<file path="config.mk">
export PLATFORM = sky130hd
export DESIGN_NAME = serial_adder
export DESIGN_NICKNAME = d
export VERILOG_FILES = /design/src/rtl/serial_adder_pkg.sv /design/src/rtl/serial_adder_fa_cell.sv /design/src/rtl/serial_adder.sv
export SDC_FILE = /design/constraint.sdc
export NUM_CORES = 1
export LEC_CHECK = 0
export ABC_AREA = 1
export CAP_MARGIN = 20
export CORE_UTILIZATION = 47
export DETAILED_ROUTE_END_ITERATION = 16
export PLACE_DENSITY = 0.74
export SLEW_MARGIN = 0
export SYNTH_ARGS = -nofsm -noshare
export SYNTH_HDL_FRONTEND = slang
export SYNTH_SLANG_ARGS = --single-unit
</file>
<file path="constraint.sdc">
create_clock -name clk -period 1.6 [get_ports clk]
set_input_delay 0.24 -clock clk [delete_from_list [all_inputs] [get_ports clk]]
set_output_delay 0.24 -clock clk [all_outputs]
set_load 0.01 [all_outputs]
</file>
<file path="src/rtl/serial_adder_pkg.sv">
// serial_adder_pkg: shared types for the bit-serial adder.
// Provides the FSM state enum and the default operand width.
package serial_adder_pkg;

  localparam int DEFAULT_WIDTH = 8;

  typedef enum logic [1:0] {
    IDLE = 2'd0,
    RUN  = 2'd1,
    DONE = 2'd2
  } state_t;

endpackage

</file>
<file path="src/rtl/serial_adder_fa_cell.sv">
// fa_cell: combinational one-bit full adder.
// Ports: a, b, cin in; sum, cout out.
module fa_cell (
  input  logic a,
  input  logic b,
  input  logic cin,
  output logic sum,
  output logic cout
);

  assign sum  = a ^ b ^ cin;
  assign cout = (a & b) | (cin & (a ^ b));

endmodule

</file>
<file path="src/rtl/serial_adder.sv">
// serial_adder: WIDTH-bit add done one bit per clock, LSB first.
// Ports: clk, rst (async, active-high), start, a, b, cin in;
// busy, done, sum, cout out; ovf out when SERIAL_ADDER_OVF_EN.
module serial_adder
  import serial_adder_pkg::*;
#(
  parameter int WIDTH = DEFAULT_WIDTH
) (
  input  logic             clk,
  input  logic             rst,
  input  logic             start,
  input  logic [WIDTH-1:0] a,
  input  logic [WIDTH-1:0] b,
  input  logic             cin,
  output logic             busy,
  output logic             done,
  output logic [WIDTH-1:0] sum,
`ifdef SERIAL_ADDER_OVF_EN
  output logic             ovf,
`endif
  output logic             cout
);

  localparam int CW = $clog2(WIDTH);
  localparam logic [CW-1:0] LAST = CW'(WIDTH - 1);

  state_t           state_q, state_d;
  logic [WIDTH-1:0] a_sr_q, a_sr_d;
  logic [WIDTH-1:0] b_sr_q, b_sr_d;
  logic [WIDTH-1:0] sum_sr_q, sum_sr_d;
  logic             carry_q, carry_d;
  logic [CW-1:0]    cnt_q, cnt_d;
`ifdef SERIAL_ADDER_OVF_EN
  logic             ovf_q, ovf_d;
`endif

  logic fa_s, fa_co;
  logic accept;

  fa_cell u_fa (
    .a    (a_sr_q[0]),
    .b    (b_sr_q[0]),
    .cin  (carry_q),
    .sum  (fa_s),
    .cout (fa_co)
  );

  // Starts are only taken when not mid-operation.
  assign accept = start &
    ((state_q == IDLE) | (state_q == DONE));

  always_comb begin
    state_d  = state_q;
    a_sr_d   = a_sr_q;
    b_sr_d   = b_sr_q;
    sum_sr_d = sum_sr_q;
    carry_d  = carry_q;
    cnt_d    = cnt_q;
`ifdef SERIAL_ADDER_OVF_EN
    ovf_d    = ovf_q;
`endif
    case (state_q)
      IDLE, DONE: begin
        state_d = IDLE;
        if (accept) begin
          state_d = RUN;
          a_sr_d  = a;
          b_sr_d  = b;
          carry_d = cin;
          cnt_d   = '0;
`ifdef SERIAL_ADDER_OVF_EN
          ovf_d   = 1'b0;
`endif
        end
      end
      RUN: begin
        sum_sr_d = {fa_s, sum_sr_q[WIDTH-1:1]};
        a_sr_d   = {1'b0, a_sr_q[WIDTH-1:1]};
        b_sr_d   = {1'b0, b_sr_q[WIDTH-1:1]};
        carry_d  = fa_co;
        cnt_d    = cnt_q + CW'(1);
        if (cnt_q == LAST) begin
          state_d = DONE;
`ifdef SERIAL_ADDER_OVF_EN
          // carry into MSB differs from carry out of MSB
          ovf_d   = carry_q ^ fa_co;
`endif
        end
      end
      default: state_d = IDLE;
    endcase
  end

  always_ff @(posedge clk or posedge rst) begin
    if (rst) begin
      state_q  <= IDLE;
      a_sr_q   <= '0;
      b_sr_q   <= '0;
      sum_sr_q <= '0;
      carry_q  <= 1'b0;
      cnt_q    <= '0;
`ifdef SERIAL_ADDER_OVF_EN
      ovf_q    <= 1'b0;
`endif
    end else begin
      state_q  <= state_d;
      a_sr_q   <= a_sr_d;
      b_sr_q   <= b_sr_d;
      sum_sr_q <= sum_sr_d;
      carry_q  <= carry_d;
      cnt_q    <= cnt_d;
`ifdef SERIAL_ADDER_OVF_EN
      ovf_q    <= ovf_d;
`endif
    end
  end

  assign busy = (state_q == RUN);
  assign done = (state_q == DONE);
  assign sum  = sum_sr_q;
  assign cout = carry_q;
`ifdef SERIAL_ADDER_OVF_EN
  assign ovf  = ovf_q;
`endif

endmodule
</file>
==> impl_metrics.py, run 1 <==
metrics = {
    "logic_synthesis": {
        "yosys-mux-area-fraction": 0,
        "synth-edff-count": 0,
        "complex_gate_fraction_of_the_synthesized_area": 0.0199,
        "synth_seq_area_share": 0.496,
        "synthCells": 194,
        "most_frequent_cells_after_synthesis": "nand2_1 (73), inv_1 (34), dfrtp_1 (30), nand3_1 (30), o21ai_0 (5)",
        "synth.net_count": 217,
        "synth_top_family_by_area": "simple AND/OR/NAND/NOR gates",
        "post_synth_main_area_contributors": "dfrtp_1 (50%), nand2_1 (18%), nand3_1 (9.9%), inv_1 (8.4%), buf_6 (2.2%)",
        "synthMostInstantiatedCell": "nand2_1",
        "synth-simple-area-share": 0.318,
        "synthXorXnorAreaFrac": 0,
        "synth_seq_cells": 30,
        "yosys.area_share.adder": 0.0298,
        "synth_flop_cell": "dfrtp_1",
        "cell_taking_the_most_area_after_synthesis": "dfrtp_1",
        "ys_async_sr_fraction": 1.00,
        "yosys.cell_types.count": 16,
        "synth_largest_type_area_fraction": 0.496,
        "avgSynthCellArea_um2": 7.80,
        "synth.cell_area_mm2": 0.00151,
        "ys_warn_count": 0,
    },
    "floorplanning": {
        "placementRows": 20,
        "floorplan.initialDensity": 0.495,
        "die_width_um": 58.7,
        "floorplan.io_pins": 31,
        "die-area_mm2": 0.00345,
        "core-area_mm2": 0.00305,
        "fp.dieH_um": 58.7,
    },
    "routing": {
        "drt_pass1_iterations": 4,
        "met1_routed_wirelength_after_detailed_routing_mm": 1.31,
        "detail_route.wirelength_mm": 2.80,
        "top_signal_layer_used": "met4",
        "dr_wl_cell_um": 10.2,
        "drc_errors": 0,
        "routed-via-count": 1240,
        "dr.first_iter.drc_count": 48,
        "ant_nets": 0,
        "route.met3.wl_um": 98,
        "met2_length_mm": 1.31,
        "via_per_inst": 4.54,
    },
    "layout": {
        "number_of_nets_in_the_layout": 251,
        "instances_no_fill": 273,
        "final_area_mm2": 0.00190,
        "number_of_antenna_repair_diodes": 0,
        "final_util": 0.623,
        "flow.area_growth_from_synthesis_pct": 25.7,
        "drive_above_1_share": 0.0786,
    },
    "setup_path": {
        "cp.arrival_ns": 1.30,
        "crit_type": "reg2out",
        "critical_path_required_time_ns": 1.36,
        "reg2regPathDepth": 6,
        "worst_stage_delay_on_the_critical_path_ns": 0.55,
        "timing.critical_path.depth": 1,
        "worst_r2r_endpoint": "b_sr_q[5]$_DFFE_PP0P_",
        "path_buf_inv": 1,
        "worst-path-max-fanout": 3,
        "cpMaxStageDelayCell": "clkdlybuf4s50_1",
        "r2r-start": "state_q[0]$_DFFE_PP0P_",
        "kind_of_start_point_of_the_critical_path": "flip-flop",
        "r2r_slack_ns": 0.23,
        "critPathTopFamily": "buffers and inverters",
        "critical_path.endpoint_type": "output pin",
        "timing.critical_path.cells": "clkdlybuf4s50_1",
    },
    "timing": {
        "fmax_ghz": 0.648,
        "final.period_utilization": 0.965,
        "setup_violations": 0,
        "setup_slack_ns": 0.0561,
        "rsz0062_at_grt": "false",
        "final_period_minus_worst_setup_slack_ns": 1.54,
        "finalSetupTns_ns": 0,
        "final.setup_skew_ns": 0.0155,
        "maxSlewHeadroom": 0.756,
        "timing_max_transition_violations_final": 0,
        "worst-slew-pin-transition_ns": 0.366,
        "hold_worst_slack_ns": 0.289,
        "final-hold-violation-count": 0,
    },
    "power_and_ir_drop": {
        "worst_vdd_drop_uv": 1100,
        "total_leakage_power_nw": 1.05,
        "power_density_mw_per_mm2": 1910,
        "finalPower_mw": 3.64,
    },
    "global_route": {
        "grt_max_degree": 31,
        "total_global_routing_overflow": 0,
        "grt_antenna_before_repair": 0,
        "first_global_vias": 1173,
        "grt_first_pass_wirelength_mm": 5.01,
        "grt.total_usage": 0.199,
    },
    "placement": {
        "gp_congestion": 0.733,
        "post-place-cells": 265,
        "pre_cts_ws_ns": 0.201,
        "placed_area_mm2": 0.00184,
        "place.detailed.hpwl_mm": 1.94,
        "placement.io_buffers": 30,
    },
    "clock_network": {
        "cts_sinks": 30,
        "ctsHtreeMaxLevel": 2,
        "clk_transition_reported_paths_ns": 0.10,
        "worst_skew_pair.late_latency_ns": 0.33,
        "numCtsBuffers": 5,
        "cts.path.max_buffers": 2,
        "clk_root_buffer_cell": "clkbuf_4",
        "tritoncts": "yes",
    },
    "run_status": {
        "status": "finished clean",
    },
    "hold_path": {
        "min_path_type": "in2async",
    },
    "run": {
        "max_cap_violations": 0,
    },
}
cells by family (layout without fill, tap and decap cells):
kind of cell    count (synthesis)  count (layout)
compound gates                  6               6
fa+ha+maj                       3               3
buf+inv                        45              80
flops                          30              30
simple gates                  110             110
where the power goes:
group	leakage, nW	internal [mW]	switching, mW
registers	0.369	1.13	0.218
clock network	0.0353	0.213	0.252
logic	0.643	0.777	1.05
total	1.05	2.12	1.52
what timing repair did:
action	CTS	global route
setup endpoints to repair	2	0
hold buffers	0	0
resized for setup	2	0
setup buffers	0	0
area by class of cell:
class                   count  area (um2)
clock inverters             1        5.00
flip-flops and latches     30         751
clock buffers               7        55.1
multi-input cells         119         557
well taps                  44        55.1
repair buffers             35         335
fillers                   295        1150
inverters                  37         144
per-layer routing:
metal	vias up	global-route usage
met5	-	0
met2	21	0.297
met4	0	0.122
met3	7	0.0462
met1	567	0.263
li1	645	-
how the worst max path moves through the flow:
stage / slack, ns / from / endpoint
after global placement: 0.21 / state_q[1]$_DFFE_PP0P_ / done
after CTS: 0.04 / cout$_DFFE_PP0P_ / cout
after floorplan: 0.42 / cout$_DFFE_PP0P_ / cout$_DFFE_PP0P_
after detailed placement: 0.20 / state_q[1]$_DFFE_PP0P_ / done
final: 0.06 / cout$_DFFE_PP0P_ / cout
after global routing: 0.003 / cout$_DFFE_PP0P_ / cout
placed cells by master (no fill, tap or decap), drive strengths merged:
cell / n
a21oi: 1
buf: 5
clkbuf: 7
clkdlybuf4s50: 28
clkinv: 1
dfrtp: 30
dlygate4sd2: 2
fa: 1
ha: 2
inv: 37
nand2: 76
nand3: 30
nor2: 4
o21ai: 5
registers in the layout (all words and copies together), names as in the netlist:
register / count
a_sr_q: 8
cout: 1
state_q: 2
cnt_q: 3
b_sr_q: 8
sum: 8
Note: power is estimated with default switching activity, not from simulation.
==> run 2: changes to the inputs <==
- SYNTH_HIERARCHICAL: not set -> 1
==> run 2 against run 1 <==
  * Sequential share of layout area is 0.30 points lower
  * Via count is 0.32% lower
  * Core utilization is 0.57 points higher
  * Critical endpoint unchanged
  * Setup slack better by 0.035 ns
  * Maximum frequency is 2.3% higher
  * Die area is 0.32% higher
  * Largest cell class unchanged
  * Clock skew is 0.0069 ns lower
==> impl_metrics.py, run 2 <==
metrics = {
    "run_status": {
        "status": "finished clean",
    },
    "timing": {
        "worst-slew-pin-transition_ns": 0.377,
        "final.setup_skew_ns": 0.00856,
        "timing_max_transition_violations_final": 0,
        "setup_violations": 0,
        "setup_slack_ns": 0.0910,
        "final.period_utilization": 0.943,
        "final_period_minus_worst_setup_slack_ns": 1.51,
        "final-hold-violation-count": 0,
        "maxSlewHeadroom": 0.749,
        "finalSetupTns_ns": 0,
        "fmax_ghz": 0.663,
        "rsz0062_at_grt": "false",
    },
    "layout": {
        "layout_common_cells": "nand2_1 (73), inv_1 (34), nand3_1 (30), dfrtp_1 (29), clkdlybuf4s50_1 (28)",
        "number_of_nets_in_the_layout": 254,
        "drive_above_1_share": 0.0952,
        "fillers": 277,
        "flow.area_growth_from_synthesis_pct": 26.5,
        "layout.cells.most_common": "nand2_1",
        "number_of_antenna_repair_diodes": 0,
    },
    "logic_synthesis": {
        "yosys.area_share.adder": 0.0297,
        "synthXorXnorAreaFrac": 0,
        "synth-simple-area-share": 0.319,
        "synth_seq_cells": 30,
        "synth_largest_type_area_fraction": 0.495,
        "yosys.cell_types.count": 18,
        "avgSynthCellArea_um2": 7.82,
        "cell_taking_the_most_area_after_synthesis": "dfrtp_1",
        "synthCells": 194,
        "synthMostInstantiatedCell": "nand2_1",
        "synth_seq_area_share": 0.495,
        "synth.net_count": 217,
        "ys_warn_count": 6,
        "ys_async_sr_fraction": 1.00,
        "synth-edff-count": 0,
        "most_frequent_cells_after_synthesis": "nand2_1 (73), inv_1 (34), dfrtp_1 (30), nand3_1 (30), o21ai_0 (5)",
        "synth_flop_cell": "dfrtp_1",
        "yosys-mux-area-fraction": 0,
        "complex_gate_fraction_of_the_synthesized_area": 0.0198,
        "synth_top_family_by_area": "simple AND/OR/NAND/NOR gates",
        "synth.cell_area_mm2": 0.00152,
        "post_synth_main_area_contributors": "dfrtp_1 (49%), nand2_1 (18%), nand3_1 (9.9%), inv_1 (8.4%), buf_6 (2.2%)",
    },
    "setup_path": {
        "cp.arrival_ns": 1.27,
        "worst-path-max-fanout": 3,
        "worst_stage_delay_on_the_critical_path_ns": 0.55,
        "path_buf_inv": 1,
        "critical_path_required_time_ns": 1.36,
        "timing.critical_path.from": "cout$_DFFE_PP0P_",
        "crit_type": "reg2out",
        "cpMaxStageDelayCell": "clkdlybuf4s50_1",
        "r2r-start": "state_q[0]$_DFFE_PP0P_",
        "reg2regPathDepth": 7,
        "timing.critical_path.depth": 1,
        "critical_path.endpoint_type": "output pin",
        "critPathTopFamily": "buffers and inverters",
        "timing.critical_path.cells": "clkdlybuf4s50_1",
        "kind_of_start_point_of_the_critical_path": "flip-flop",
    },
    "power_and_ir_drop": {
        "clock_power_share": 0.112,
        "cell_internal_pwr_mw": 2.12,
        "comb_power_share": 0.518,
        "switching_share": 0.420,
        "power.sequential.fraction": 0.370,
        "worst_vdd_drop_uv": 1130,
        "power_density_mw_per_mm2": 1900,
        "total_leakage_power_nw": 1.05,
        "p_switching_mw": 1.53,
    },
    "global_route": {
        "first_global_vias": 1095,
        "grt.total_usage": 0.197,
        "grt_antenna_before_repair": 0,
        "total_global_routing_overflow": 0,
        "grt_max_degree": 31,
        "grt_first_pass_wirelength_mm": 4.91,
    },
    "floorplanning": {
        "die-area_mm2": 0.00346,
        "die_width_um": 58.8,
        "floorplan.io_pins": 31,
        "fp.dieH_um": 58.8,
        "core-area_mm2": 0.00305,
        "placementRows": 20,
        "floorplan.initialDensity": 0.497,
    },
    "clock_network": {
        "tritoncts": "yes",
        "ctsHtreeMaxLevel": 2,
        "clk_transition_reported_paths_ns": 0.09,
        "clk_root_buffer_cell": "clkbuf_4",
        "holdBufCountCts": 0,
        "cts_sinks": 30,
        "numCtsBuffers": 5,
        "worst_skew_pair.late_latency_ns": 0.33,
        "cts.path.max_buffers": 2,
    },
    "routing": {
        "dr.first_iter.drc_count": 33,
        "via_per_inst": 4.49,
        "drc_errors": 0,
        "top_signal_layer_used": "met4",
        "routed-via-count": 1236,
        "met1_routed_wirelength_after_detailed_routing_mm": 1.41,
        "drt_pass1_iterations": 4,
        "met2_length_mm": 1.30,
        "dr_wl_cell_um": 10.5,
        "ant_nets": 0,
        "detail_route.wirelength_mm": 2.88,
        "route.met3.wl_um": 140,
    },
    "hold_path": {
        "min_path_type": "in2async",
    },
    "placement": {
        "pre_cts_ws_ns": 0.160,
        "place.detailed.hpwl_mm": 1.92,
        "gp_congestion": 0.752,
        "placement.io_buffers": 30,
    },
    "run": {
        "max_cap_violations": 0,
    },
}
run 2: cell types whose count changed in the layout (fill, tap and decap cells not counted):
cell / change
clkinv_2: -1
inv_2: -1
nor2_2: +2
clkbuf_1: +1
clkdlybuf4s15_1: +1
inv_4: +1
buf_4: +3
nor2_1: -2
dfrtp_2: +1
dfrtp_1: -1
clkbuf_8: -1
dlygate4sd2_1: -1
run 2: layout make-up:
class	instances	area (um2)	share of cell area
clock buffer	7	45.0	0.0235
inverter	37	146	0.0763
multi-input combinational	119	562	0.293
sequential	30	752	0.392
tap	44	55.1	0.0287
timing repair buffer	38	359	0.187
run 2: layer usage:
metal,GRT usage,vias to the layer above
li1,-,654
met1,0.255,549
met2,0.304,30
met3,0.0813,3
met4,0.0544,0
met5,0,-
run 2: kinds of logic (layout without fill, tap and decap cells):
kind of cell             Yosys count  count (layout)
buffers and inverters             45              82
AND/OR/NAND/NOR                  110             110
AO/OA/AOI/OAI                      6               6
adder cells (fa/ha/maj)            3               3
flip-flops                        30              30
run 2: final timing paths:
path,slack [ns],end
worst min-delay path,0.28,sum[0]$_DFFE_PP0P_
worst min register to register,0.48,a_sr_q[6]$_DFFE_PP0P_
worst max-delay path,0.09,cout
min in group clk,0.48,a_sr_q[6]$_DFFE_PP0P_
max in group asynchronous,1.02,state_q[0]$_DFFE_PP0P_
worst max register to register,0.19,cout$_DFFE_PP0P_
run 2: per-stage QoR:
step	cell area [um2]	utilization	hold WS, ns	power, mW	std cells
detailed placement	1850	0.606	0.465	3.23	265
floorplan	1520	-	0.331	2.71	194
CTS	1920	0.628	0.281	3.69	275
global route	1920	0.629	0.323	4.03	275
finish	1920	0.629	0.277	3.65	275
global placement	1850	0.606	0.459	3.20	265
run 2: power groups by stage:
stage / Clock [mW] / Sequential [mW] / Combinational, mW
after floorplan: 0 / 1.36 / 1.35
after global placement: 0 / 1.37 / 1.83
after detailed placement: 0 / 1.38 / 1.86
after CTS: 0.415 / 1.35 / 1.92
after global routing: 0.460 / 1.40 / 2.17
final: 0.409 / 1.35 / 1.89
run 2: timing repair:
| item | 4_1_cts | 5_1_grt |
|---|---|---|
| pin swaps | 0 | 0 |
| setup endpoints to repair | 2 | 1 |
| setup buffers | 3 | 0 |
| gates resized for setup | 4 | 1 |
